## src/rtl/hpdmc_ddr_txpath_if.sv

```systemverilog
// Write-side handshake bundle feeding the DDR transmit FIFO.
// The producer uses the master modport; the transmit path uses slave.
interface hpdmc_ddr_txpath_if #(
  parameter int WIDTH = 16
);
  logic             in_valid;
  logic             in_ready;
  logic [WIDTH-1:0] in_d0;
  logic [WIDTH-1:0] in_d1;

  modport master (
    output in_valid,
    output in_d0,
    output in_d1,
    input  in_ready
  );

  modport slave (
    input  in_valid,
    input  in_d0,
    input  in_d1,
    output in_ready
  );
endinterface

```

## src/rtl/hpdmc_ddr_txpath.sv

```systemverilog
// DDR write-data transmit path: word FIFO plus a preamble/burst/postamble
// sequencer that drives the ODDR2 data and strobe banks with registered outputs.
module hpdmc_ddr_txpath #(
  parameter int   WIDTH    = 16,
  parameter int   DEPTH    = 8,
  parameter int   BURST    = 4,
  parameter logic IDLE_VAL = 1'b0
) (
  input  logic                       sys_clk,
  input  logic                       sys_rst_n,
  hpdmc_ddr_txpath_if.slave          wr,
  input  logic                       flush,
  output logic [WIDTH-1:0]           q_d0,
  output logic [WIDTH-1:0]           q_d1,
  output logic                       oe,
  output logic                       dqs_d0,
  output logic                       dqs_d1,
  output logic                       busy,
  output logic [$clog2(DEPTH+1)-1:0] level
);

  localparam int LW = $clog2(DEPTH + 1);
  localparam int PW = (DEPTH > 1) ? $clog2(DEPTH) : 1;
  localparam int BW = (BURST > 1) ? $clog2(BURST) : 1;

  localparam logic [LW-1:0]    LEVEL_BURST = LW'(BURST);
  localparam logic [LW-1:0]    LEVEL_FULL  = LW'(DEPTH);
  localparam logic [LW-1:0]    LEVEL_ONE   = LW'(1);
  localparam logic [BW-1:0]    LAST_BEAT   = BW'(BURST - 1);
  localparam logic [PW-1:0]    LAST_PTR    = PW'(DEPTH - 1);
  localparam logic [WIDTH-1:0] IDLE_WORD   = {WIDTH{IDLE_VAL}};

  typedef enum logic [1:0] {
    ST_IDLE,
    ST_PRE,
    ST_BURST,
    ST_POST
  } txState_e;

  txState_e           r_state;
  logic [LW-1:0]      r_level;
  logic [PW-1:0]      r_wrPtr;
  logic [PW-1:0]      r_rdPtr;
  logic [BW-1:0]      r_beat;
  logic               r_oe;
  logic               r_dqsD0;
  logic               r_dqsD1;
  logic               r_busy;
  logic [WIDTH-1:0]   r_qD0;
  logic [WIDTH-1:0]   r_qD1;
  logic [2*WIDTH-1:0] r_mem [DEPTH];

  logic               w_ready;
  logic               w_push;
  logic               w_pop;
  logic [PW-1:0]      w_wrPtrInc;
  logic [PW-1:0]      w_rdPtrInc;
  logic [LW-1:0]      w_levelNext;
  logic [2*WIDTH-1:0] w_inWord;
  logic [2*WIDTH-1:0] w_headWord;
  logic [2*WIDTH-1:0] w_nextWord;

  assign w_ready     = sys_rst_n & ~flush & (r_level < LEVEL_FULL);
  assign wr.in_ready = w_ready;
  assign w_push      = wr.in_valid & w_ready;
  assign w_pop       = (r_state == ST_BURST);
  assign w_inWord    = {wr.in_d1, wr.in_d0};

  assign w_wrPtrInc = (r_wrPtr == LAST_PTR) ? '0 : r_wrPtr + 1'b1;
  assign w_rdPtrInc = (r_rdPtr == LAST_PTR) ? '0 : r_rdPtr + 1'b1;

  // Each beat's word is popped at the end of its own cycle, so the word for
  // the following beat sits one slot past the read pointer.
  assign w_headWord = r_mem[r_rdPtr];
  assign w_nextWord = ((r_level == LEVEL_ONE) && w_push) ? w_inWord : r_mem[w_rdPtrInc];

  always_comb begin
    w_levelNext = r_level;
    if (w_push && !w_pop) begin
      w_levelNext = r_level + 1'b1;
    end else if (w_pop && !w_push) begin
      w_levelNext = r_level - 1'b1;
    end
  end

  always_ff @(posedge sys_clk) begin
    if (w_push) begin
      r_mem[r_wrPtr] <= w_inWord;
    end
  end

  always_ff @(posedge sys_clk) begin
    if (!sys_rst_n) begin
      r_state <= ST_IDLE;
      r_level <= '0;
      r_wrPtr <= '0;
      r_rdPtr <= '0;
      r_beat  <= '0;
      r_oe    <= 1'b0;
      r_dqsD0 <= 1'b0;
      r_dqsD1 <= 1'b0;
      r_busy  <= 1'b0;
      r_qD0   <= IDLE_WORD;
      r_qD1   <= IDLE_WORD;
    end else begin
      r_level <= w_levelNext;
      r_dqsD1 <= 1'b0;
      if (w_push) begin
        r_wrPtr <= w_wrPtrInc;
      end
      if (w_pop) begin
        r_rdPtr <= w_rdPtrInc;
      end

      case (r_state)
        ST_IDLE: begin
          if (flush) begin
            r_level <= '0;
            r_wrPtr <= '0;
            r_rdPtr <= '0;
          end else if (r_level >= LEVEL_BURST) begin
            r_state <= ST_PRE;
            r_oe    <= 1'b1;
            r_busy  <= 1'b1;
          end
        end

        ST_PRE: begin
          r_state <= ST_BURST;
          r_beat  <= '0;
          r_dqsD0 <= 1'b1;
          r_qD0   <= w_headWord[WIDTH-1:0];
          r_qD1   <= w_headWord[2*WIDTH-1:WIDTH];
        end

        // Enough data left after the last beat chains straight into the next burst.
        ST_BURST: begin
          if (r_beat == LAST_BEAT) begin
            if (w_levelNext >= LEVEL_BURST) begin
              r_beat <= '0;
              r_qD0  <= w_nextWord[WIDTH-1:0];
              r_qD1  <= w_nextWord[2*WIDTH-1:WIDTH];
            end else begin
              r_state <= ST_POST;
              r_dqsD0 <= 1'b0;
              r_qD0   <= IDLE_WORD;
              r_qD1   <= IDLE_WORD;
            end
          end else begin
            r_beat <= r_beat + 1'b1;
            r_qD0  <= w_nextWord[WIDTH-1:0];
            r_qD1  <= w_nextWord[2*WIDTH-1:WIDTH];
          end
        end

        ST_POST: begin
          r_state <= ST_IDLE;
          r_oe    <= 1'b0;
          r_busy  <= 1'b0;
        end

        default: begin
          r_state <= ST_IDLE;
        end
      endcase
    end
  end

  assign q_d0   = r_qD0;
  assign q_d1   = r_qD1;
  assign oe     = r_oe;
  assign dqs_d0 = r_dqsD0;
  assign dqs_d1 = r_dqsD1;
  assign busy   = r_busy;
  assign level  = r_level;

endmodule

```

## src/flat_wrapper.sv

```systemverilog
// flat-port wrapper written by rule: the top's interface ports become plain ports
module hpdmc_ddr_txpath_flat 
#(
  parameter int   WIDTH    = 16,
  parameter int   DEPTH    = 8,
  parameter int   BURST    = 4,
  parameter logic IDLE_VAL = 1'b0
)
  (sys_clk, sys_rst_n, flush, q_d0, q_d1, oe, dqs_d0, dqs_d1, busy, level, wr_in_valid, wr_in_d0, wr_in_d1, wr_in_ready);
  hpdmc_ddr_txpath_if #(.WIDTH(WIDTH)) wr_i ();
  input  logic sys_clk;
  input  logic sys_rst_n;
  input  logic flush;
  output logic [WIDTH-1:0] q_d0;
  output logic [WIDTH-1:0] q_d1;
  output logic oe;
  output logic dqs_d0;
  output logic dqs_d1;
  output logic busy;
  output logic [$clog2(DEPTH+1)-1:0] level;
  input wire logic [$bits(wr_i.in_valid)-1:0] wr_in_valid;
  input wire logic [$bits(wr_i.in_d0)-1:0] wr_in_d0;
  input wire logic [$bits(wr_i.in_d1)-1:0] wr_in_d1;
  output wire logic [$bits(wr_i.in_ready)-1:0] wr_in_ready;
  assign wr_i.in_valid = wr_in_valid;
  assign wr_i.in_d0 = wr_in_d0;
  assign wr_i.in_d1 = wr_in_d1;
  assign wr_in_ready = wr_i.in_ready;
  hpdmc_ddr_txpath #(.WIDTH(WIDTH), .DEPTH(DEPTH), .BURST(BURST), .IDLE_VAL(IDLE_VAL)) u_core (.sys_clk(sys_clk), .sys_rst_n(sys_rst_n), .wr(wr_i), .flush(flush), .q_d0(q_d0), .q_d1(q_d1), .oe(oe), .dqs_d0(dqs_d0), .dqs_d1(dqs_d1), .busy(busy), .level(level));
endmodule
```

## config.mk

```make
export PLATFORM = sky130hd
export DESIGN_NAME = hpdmc_ddr_txpath_flat
export DESIGN_NICKNAME = d
export VERILOG_FILES = /design/src/rtl/hpdmc_ddr_txpath_if.sv /design/src/rtl/hpdmc_ddr_txpath.sv /design/src/flat_wrapper.sv
export SDC_FILE = /design/constraint.sdc
export NUM_CORES = 1
export LEC_CHECK = 0
export BUFFER_PORTS_ARGS = -buffer_cell sky130_fd_sc_hd__buf_2
export CAP_MARGIN = 10
export CORE_MARGIN = 2
export CORE_UTILIZATION = 62
export CTS_BUF_LIST = sky130_fd_sc_hd__clkbuf_2
export DETAILED_ROUTE_END_ITERATION = 8
export PLACE_DENSITY_LB_ADDON = 0.05
export SYNTH_ARGS = -nofsm -noshare
export SYNTH_HDL_FRONTEND = slang
export SYNTH_SLANG_ARGS = --single-unit
export TNS_END_PERCENT = 50
```

## constraint.sdc

```tcl
create_clock -name sys_clk -period 5.5 [get_ports sys_clk]
set_input_delay 0.275 -clock sys_clk [delete_from_list [all_inputs] [get_ports sys_clk]]
set_output_delay 0.275 -clock sys_clk [all_outputs]
set_load 0.05 [all_outputs]
```

After elaboration in Yosys (flattened, before gate mapping)
Memories as Yosys holds them, arrays and structs flattened. A register that Yosys moved wholly into a read port is not among the register bits.
Cells that the tools add are included.
{"block": "word_totals", "ff_bits": 48, "mem_bits_rw": 256, "inputBits": 36, "output_inout_bits": 41, "wordCells": 82, "mem_count": 1}
{"memory": "u_core.r_mem", "depth": 8, "word_bits": 32, "rd": 2, "rd_ports_with_merged_regs": 1, "wr": 1, "line_no": "hpdmc_ddr_txpath.sv:51", "source": "logic [2*WIDTH-1:0] r_mem [DEPTH];"}
{"block": "op_classes", "n_addsub": 5, "order_cmp": 3, "eq_ne": 12, "mux": 36, "bitwise_logic": 4, "reduce_logical": 12}
{"operator": "two-way mux 16 bit", "n": 4}
{"operator": "case mux 16 bit (2 select lines)", "n": 2}
{"operator": "two-way mux 32 bit", "n": 1}
{"operator": "two-way mux 3 bit", "n": 9}
{"operator": "two-way mux 4 bit", "n": 4}
{"operator": "two-way mux 2 bit", "n": 6}
{"operator": ">= comparator 4 x 3 -> 1 bit (second input constant)", "n": 2}
{"operator": "case mux 2 bit (4 select lines)", "n": 1}
{"operator": "adder 3 x 1 -> 3 bit (second input constant)", "n": 2}
{"operator": "equality test 2 bit (second input constant)", "n": 3}
{"operator": "equality test 3 bit (second input constant)", "n": 2}
{"operator": "two-way mux 1 bit", "n": 6}
{"operator": "!= test 2 bit (second input constant)", "n": 3}
{"operator": "AND reduction 3 bit", "n": 2}
{"operator": "adder 4 x 1 -> 4 bit (second input constant)", "n": 1}
{"operator": "equality test 4 x 1 -> 1 bit (second input constant)", "n": 1}
{"operator": "less-than comparator 4 bit (second input constant)", "n": 1}
{"operator": "case mux 1 bit (2 select lines)", "n": 2}
{"operator": "case mux 2 bit (2 select lines)", "n": 1}
{"operator": "AND reduction 4 bit", "n": 1}
{"operator": "nonzero test 2 bit", "n": 2}
{"operator": "subtractor 4 x 1 -> 4 bit (second input constant)", "n": 1}
{"operator": "AND 1 bit", "n": 3}
{"operator": "logical AND 1 bit", "n": 3}
{"operator": "other kinds (8)", "n": 9}

Depth between registers and ports, before layout
{"block": "depth", "ltp_word": 12, "depth_mapped": 11, "ltp_nobuf": 8}

Worst setup path after synthesis
No wires, ideal clock.
{"block": "synth_path", "path_type": "reg2reg", "startpoint": "register u_core.r_level[3], in the netlist u_core.level[3]", "endpoint": "memory u_core.r_mem[0][0] (netlist bit) (enable)", "setup_time_ps": 501, "t_arrival_ps": 4134, "required_time_ps": 4999, "slack_ps": 864, "path_stages_with_launch": 4, "n_path_buf": 1, "synth_period_minus_slack_ps": 4636, "path_cell_list": "dfxtp_1 > nand4bb_1 > clkbuf_1 > nor4_1"}
{"block": "synth_between", "elab_chain_len": 5}
{"element": "start: declaration", "line_no": "hpdmc_ddr_txpath.sv:41", "source": "logic [LW-1:0] r_level;"}
{"element": "start signal: assignment", "line_no": "hpdmc_ddr_txpath.sv:106", "source": "r_level <= w_levelNext;"}
{"element": "less-than comparator 4 bit", "line_no": "hpdmc_ddr_txpath.sv:63", "source": "assign w_ready = sys_rst_n & ~flush & (r_level < LEVEL_FULL);"}
{"element": "AND 1 bit", "line_no": "hpdmc_ddr_txpath.sv:63"}
{"element": "AND 1 bit", "line_no": "hpdmc_ddr_txpath.sv:65", "source": "assign w_push = wr.in_valid & w_ready;"}
{"element": "two-way mux 1 bit", "line_no": "hpdmc_ddr_txpath.sv:87", "source": "if (w_push) begin"}
{"element": "two-way mux 1 bit (not written as such)", "line_no": "hpdmc_ddr_txpath.sv:88", "source": "r_mem[r_wrPtr] <= w_inWord;"}
{"element": "end: declaration", "line_no": "hpdmc_ddr_txpath.sv:51"}
Every way passes these cells.

Worst setup path after layout
{"block": "layout_path", "startpoint": "register u_core.r_rdPtr[0]", "endpoint": "register u_core.r_qD1[14], in the netlist u_core.q_d1[14]"}
{"block": "layout_between", "elab_chain_len": 7, "elab_cells_between_ends": 8, "classes_between": "add/sub: 1; eq/ne: 1; mux: 5; memory: 1"}
{"element": "start: declaration", "line_no": "hpdmc_ddr_txpath.sv:43", "source": "logic [PW-1:0] r_rdPtr;"}
{"element": "start signal: assignment", "line_no": "hpdmc_ddr_txpath.sv:112", "source": "r_rdPtr <= w_rdPtrInc;"}
{"element": "adder 3 x 1 -> 3 bit or equality test 3 bit (tied branches)", "line_no": "hpdmc_ddr_txpath.sv:70", "source": "assign w_rdPtrInc = (r_rdPtr == LAST_PTR) ? '0 : r_rdPtr + 1'b1;"}
{"element": "two-way mux 3 bit (*)", "line_no": "hpdmc_ddr_txpath.sv:70"}
{"element": "memory read (8 x 32 bit) (*)"}
{"element": "two-way mux 32 bit (*)", "line_no": "hpdmc_ddr_txpath.sv:75", "source": "assign w_nextWord = ((r_level == LEVEL_ONE) && w_push) ? w_inWord : r_mem[w_rdPtrInc];"}
{"element": "two-way mux 16 bit", "line_no": "hpdmc_ddr_txpath.sv:139", "source": "if (w_levelNext >= LEVEL_BURST) begin"}
{"element": "two-way mux 16 bit (*)", "line_no": "hpdmc_ddr_txpath.sv:138", "source": "if (r_beat == LAST_BEAT) begin"}
{"element": "case mux 16 bit (2 select lines) (*)", "line_no": "hpdmc_ddr_txpath.sv:115", "source": "case (r_state)"}
{"element": "end signal: assignment", "line_no": "hpdmc_ddr_txpath.sv:133", "source": "r_qD1 <= w_headWord[2*WIDTH-1:WIDTH];"}
{"element": "end signal: assignment", "line_no": "hpdmc_ddr_txpath.sv:142", "source": "r_qD1 <= w_nextWord[2*WIDTH-1:WIDTH];"}
{"element": "end signal: assignment", "line_no": "hpdmc_ddr_txpath.sv:152", "source": "r_qD1 <= w_nextWord[2*WIDTH-1:WIDTH];"}
{"element": "end: declaration", "line_no": "hpdmc_ddr_txpath.sv:50", "source": "logic [WIDTH-1:0] r_qD1;"}
Mark *: on every way between the ends. The rest lies on a longest branch, timed or not.
A chain may end at the register's enable or synchronous reset.

==> flow_summary.yaml <==
status:
  status: "finished, final reports clean"
cts:
  root_buffer: "clkbuf_2"
  clk_path_buf_depth: 3
  cts_resized: 0
  clk_pin_slew_ns: 0.10
  cts_tree: "built"
  post_cts_buffers: 0
  cts.hold.buffers_added: 34
  clock_sinks: 304
  cts_buffers: 76
  clock_latency_ns: 0.84
  htree_levels: 3
critical_path:
  cpPeakStageDelay_ns: 0.83
  worstSetupStartpointType: "register"
  critPathMaxFanout: 38
  worst-path-buf-inv: 1
  cp_cell_sequence: "buf_4 -> or2_2 -> mux4_2 -> mux2_2 -> mux2i_1 -> o22a_1 -> a21oi_1"
  worstSetupPathType: "reg -> reg"
  crit_slowest_cell: "or2_2"
  crit_family: "multiplexers"
  arrival_ns: 4.16
  worstPathRequired_ns: 6.20
  endpoint_kind: "register"
drt:
  drc_errors: 0
  wl_um: 34300
  antenna_left: 0
  routedWlPerCell_um: 25.5
  firstDrtPassIters: 5
  drt_iter0_drc: 826
  vias: 8992
  via_per_inst: 6.70
global_routing:
  grt_max_degree: 67
  use_met3: 0.0584
  grt_busiest_layer: "met2"
  grtUsageMet2: 0.498
  antenna_found_initial: 1
  first_global_vias: 9437
  globalRouteOverflowTotal: 0
  track_usage: 0.293
  use_met1: 0.371
  grt_pass1_wl_um: 52200
die:
  ios: 77
  die_h_um: 153
  num_rows: 54
  core_um2: 21900
  die_w_um: 153
  dieArea_um2: 23500
  start_util: 0.633
timing:
  fin_skew_ns: 0.0410
  finalMaxSlewViolations: 0
  tightestPinTransition_ns: 1.07
  fmax_ghz: 0.289
  rsz0062_at_grt: "false"
  finalHoldViolCount: 0
  finalCritPeriodShare: 0.629
  max-slew-margin-rel: 0.283
  min_period_ns: 3.46
  setup_viol: 0
  setup-tns-final_ns: 0
synthesis:
  yosys_most_used_dff: "edfxtp_1"
  ys_seq_area_frac: 0.625
  syn_area_per_cell_um2: 16.0
  synth_cells: 864
  yosysWarnings: 0
  synth_seq_cells: 304
  synth_edf_count: 256
  async_flop_share: 0
  synthesis.area_um2: 13800
  ys_types: 43
  synth_nets: 912
final_layout:
  layout-drive-gt1-share: 0.315
  layout.nets: 1047
  area_delta_synth_final_pct: 12.3
  layout_common_cells: "edfxtp_1, clkbuf_2, mux4_2"
  final_common_cell: "edfxtp_1"
  final_area_um2: 15600
  multiInputGateArea_um2: 4900
  num-fill-cells: 1501
  seqCellArea_um2: 8650
placement:
  io_buffers: 75
  globalplace.congestion: 0.794
  hpwlAfterDp_um: 18400
  placed_cell_area_um2: 14500
pwr:
  powerDensity_nw_per_um2: 334
  p_leak_nw: 5.17
  ir_worst_vdd_v: 0.000362
min_path:
  hold_path.class: "in -> reg"
flow_run:
  cap_violations: 0
[layer usage]
metal / share of wire / vias up
li1: - / 3919
met1: 0.38 / 4482
met2: 0.51 / 494
met3: 0.080 / 97
met4: 0.031 / 0
met5: 0 / -
[metrics by stage]
| step | power, mW | std cells | setup WS [ns] | util | hold WS, ns |
|---|---|---|---|---|---|
| final | 5.20 | 1343 | 2.04 | 0.710 | 0.123 |
| after global placement | 3.69 | 1167 | 1.99 | 0.662 | 0.463 |
| after detailed placement | 3.71 | 1167 | 1.81 | 0.662 | 0.493 |
| after floorplan | 3.44 | 864 | 0.864 | - | 0.374 |
| after CTS | 5.22 | 1342 | 2.06 | 0.710 | 0.0461 |
| after global routing | 5.41 | 1343 | 1.79 | 0.710 | 0.0713 |
[layout make-up]
| class | instances | share of cell area |
|---|---|---|
| multi-input combinational | 478 | 0.315 |
| timing repair buffer | 132 | 0.0579 |
| antenna | 1 | 0.000161 |
| sequential | 304 | 0.556 |
| clock buffer | 116 | 0.0373 |
| inverter | 7 | 0.00169 |
| clock inverter | 25 | 0.00853 |
| tap | 280 | 0.0225 |
[worst min-delay path: cells and delay by family]
kind | cells | cell delay (ns)
compound gates | 2 | 0.26
buf+inv | 1 | 0.40
[Yosys cell counts (2+ instances only)]
master | number | area share
nand2b_1 | 5 | 0.0023
mux2i_1 | 66 | 0.048
nor2b_1 | 3 | 0.0014
nor3_1 | 6 | 0.0022
or2_2 | 2 | 0.00090
a211oi_1 | 2 | 0.0011
buf_1 | 8 | 0.0022
inv_1 | 6 | 0.0016
a22oi_1 | 3 | 0.0016
mux4_2 | 97 | 0.16
a221oi_1 | 31 | 0.020
ha_1 | 12 | 0.011
dfxtp_1 | 48 | 0.069
nand2_1 | 18 | 0.0049
edfxtp_1 | 256 | 0.56
buf_2 | 13 | 0.0047
buf_4 | 3 | 0.0016
o21ai_0 | 36 | 0.013
clkbuf_1 | 47 | 0.013
buf_6 | 4 | 0.0033
a21oi_1 | 69 | 0.025
xnor2_1 | 4 | 0.0025
nor2_1 | 45 | 0.012
o22ai_1 | 31 | 0.014
o32a_1 | 31 | 0.022
[registers in the layout, summed over array words and instances (netlist names)]
register        flops
u_core.busy         1
u_core.dqs_d0       1
u_core.level        4
u_core.q_d0        16
u_core.q_d1        16
u_core.r_beat       2
u_core.r_mem      256
u_core.r_rdPtr      3
u_core.r_state      2
u_core.r_wrPtr      3
[path summary, 6_finish.rpt]
path / from / endpoint / slack, ns / cells past startpoint
max: u_core.r_rdPtr[0] / u_core.q_d1[14] / 2.04 / 7
min: sys_rst_n / u_core.q_d0[13] / 0.12 / 3
max reg2reg: u_core.r_rdPtr[0] / u_core.q_d1[14] / 2.04 / 7
min reg2reg: u_core.r_beat[1] / u_core.r_beat[1] / 0.51 / 2
[cell families after synthesis]
group	after synthesis	synth area share
other	1	0.000271
AND/OR/NAND/NOR	89	0.0295
adder cells (fa/ha/maj)	12	0.0108
flip-flops	304	0.625
buffers and inverters	82	0.0264
AO/OA/AOI/OAI	208	0.0996
XOR/XNOR	4	0.00253
multiplexers	164	0.206
[power breakdown]
part	switching [mW]	internal [mW]	leakage (nW)	total, mW
Combinational	0.729	0.232	1.93	0.961
Clock	0.899	0.611	0.539	1.51
Sequential	0.0972	2.63	2.70	2.72
(Power assumes the default switching activity.)
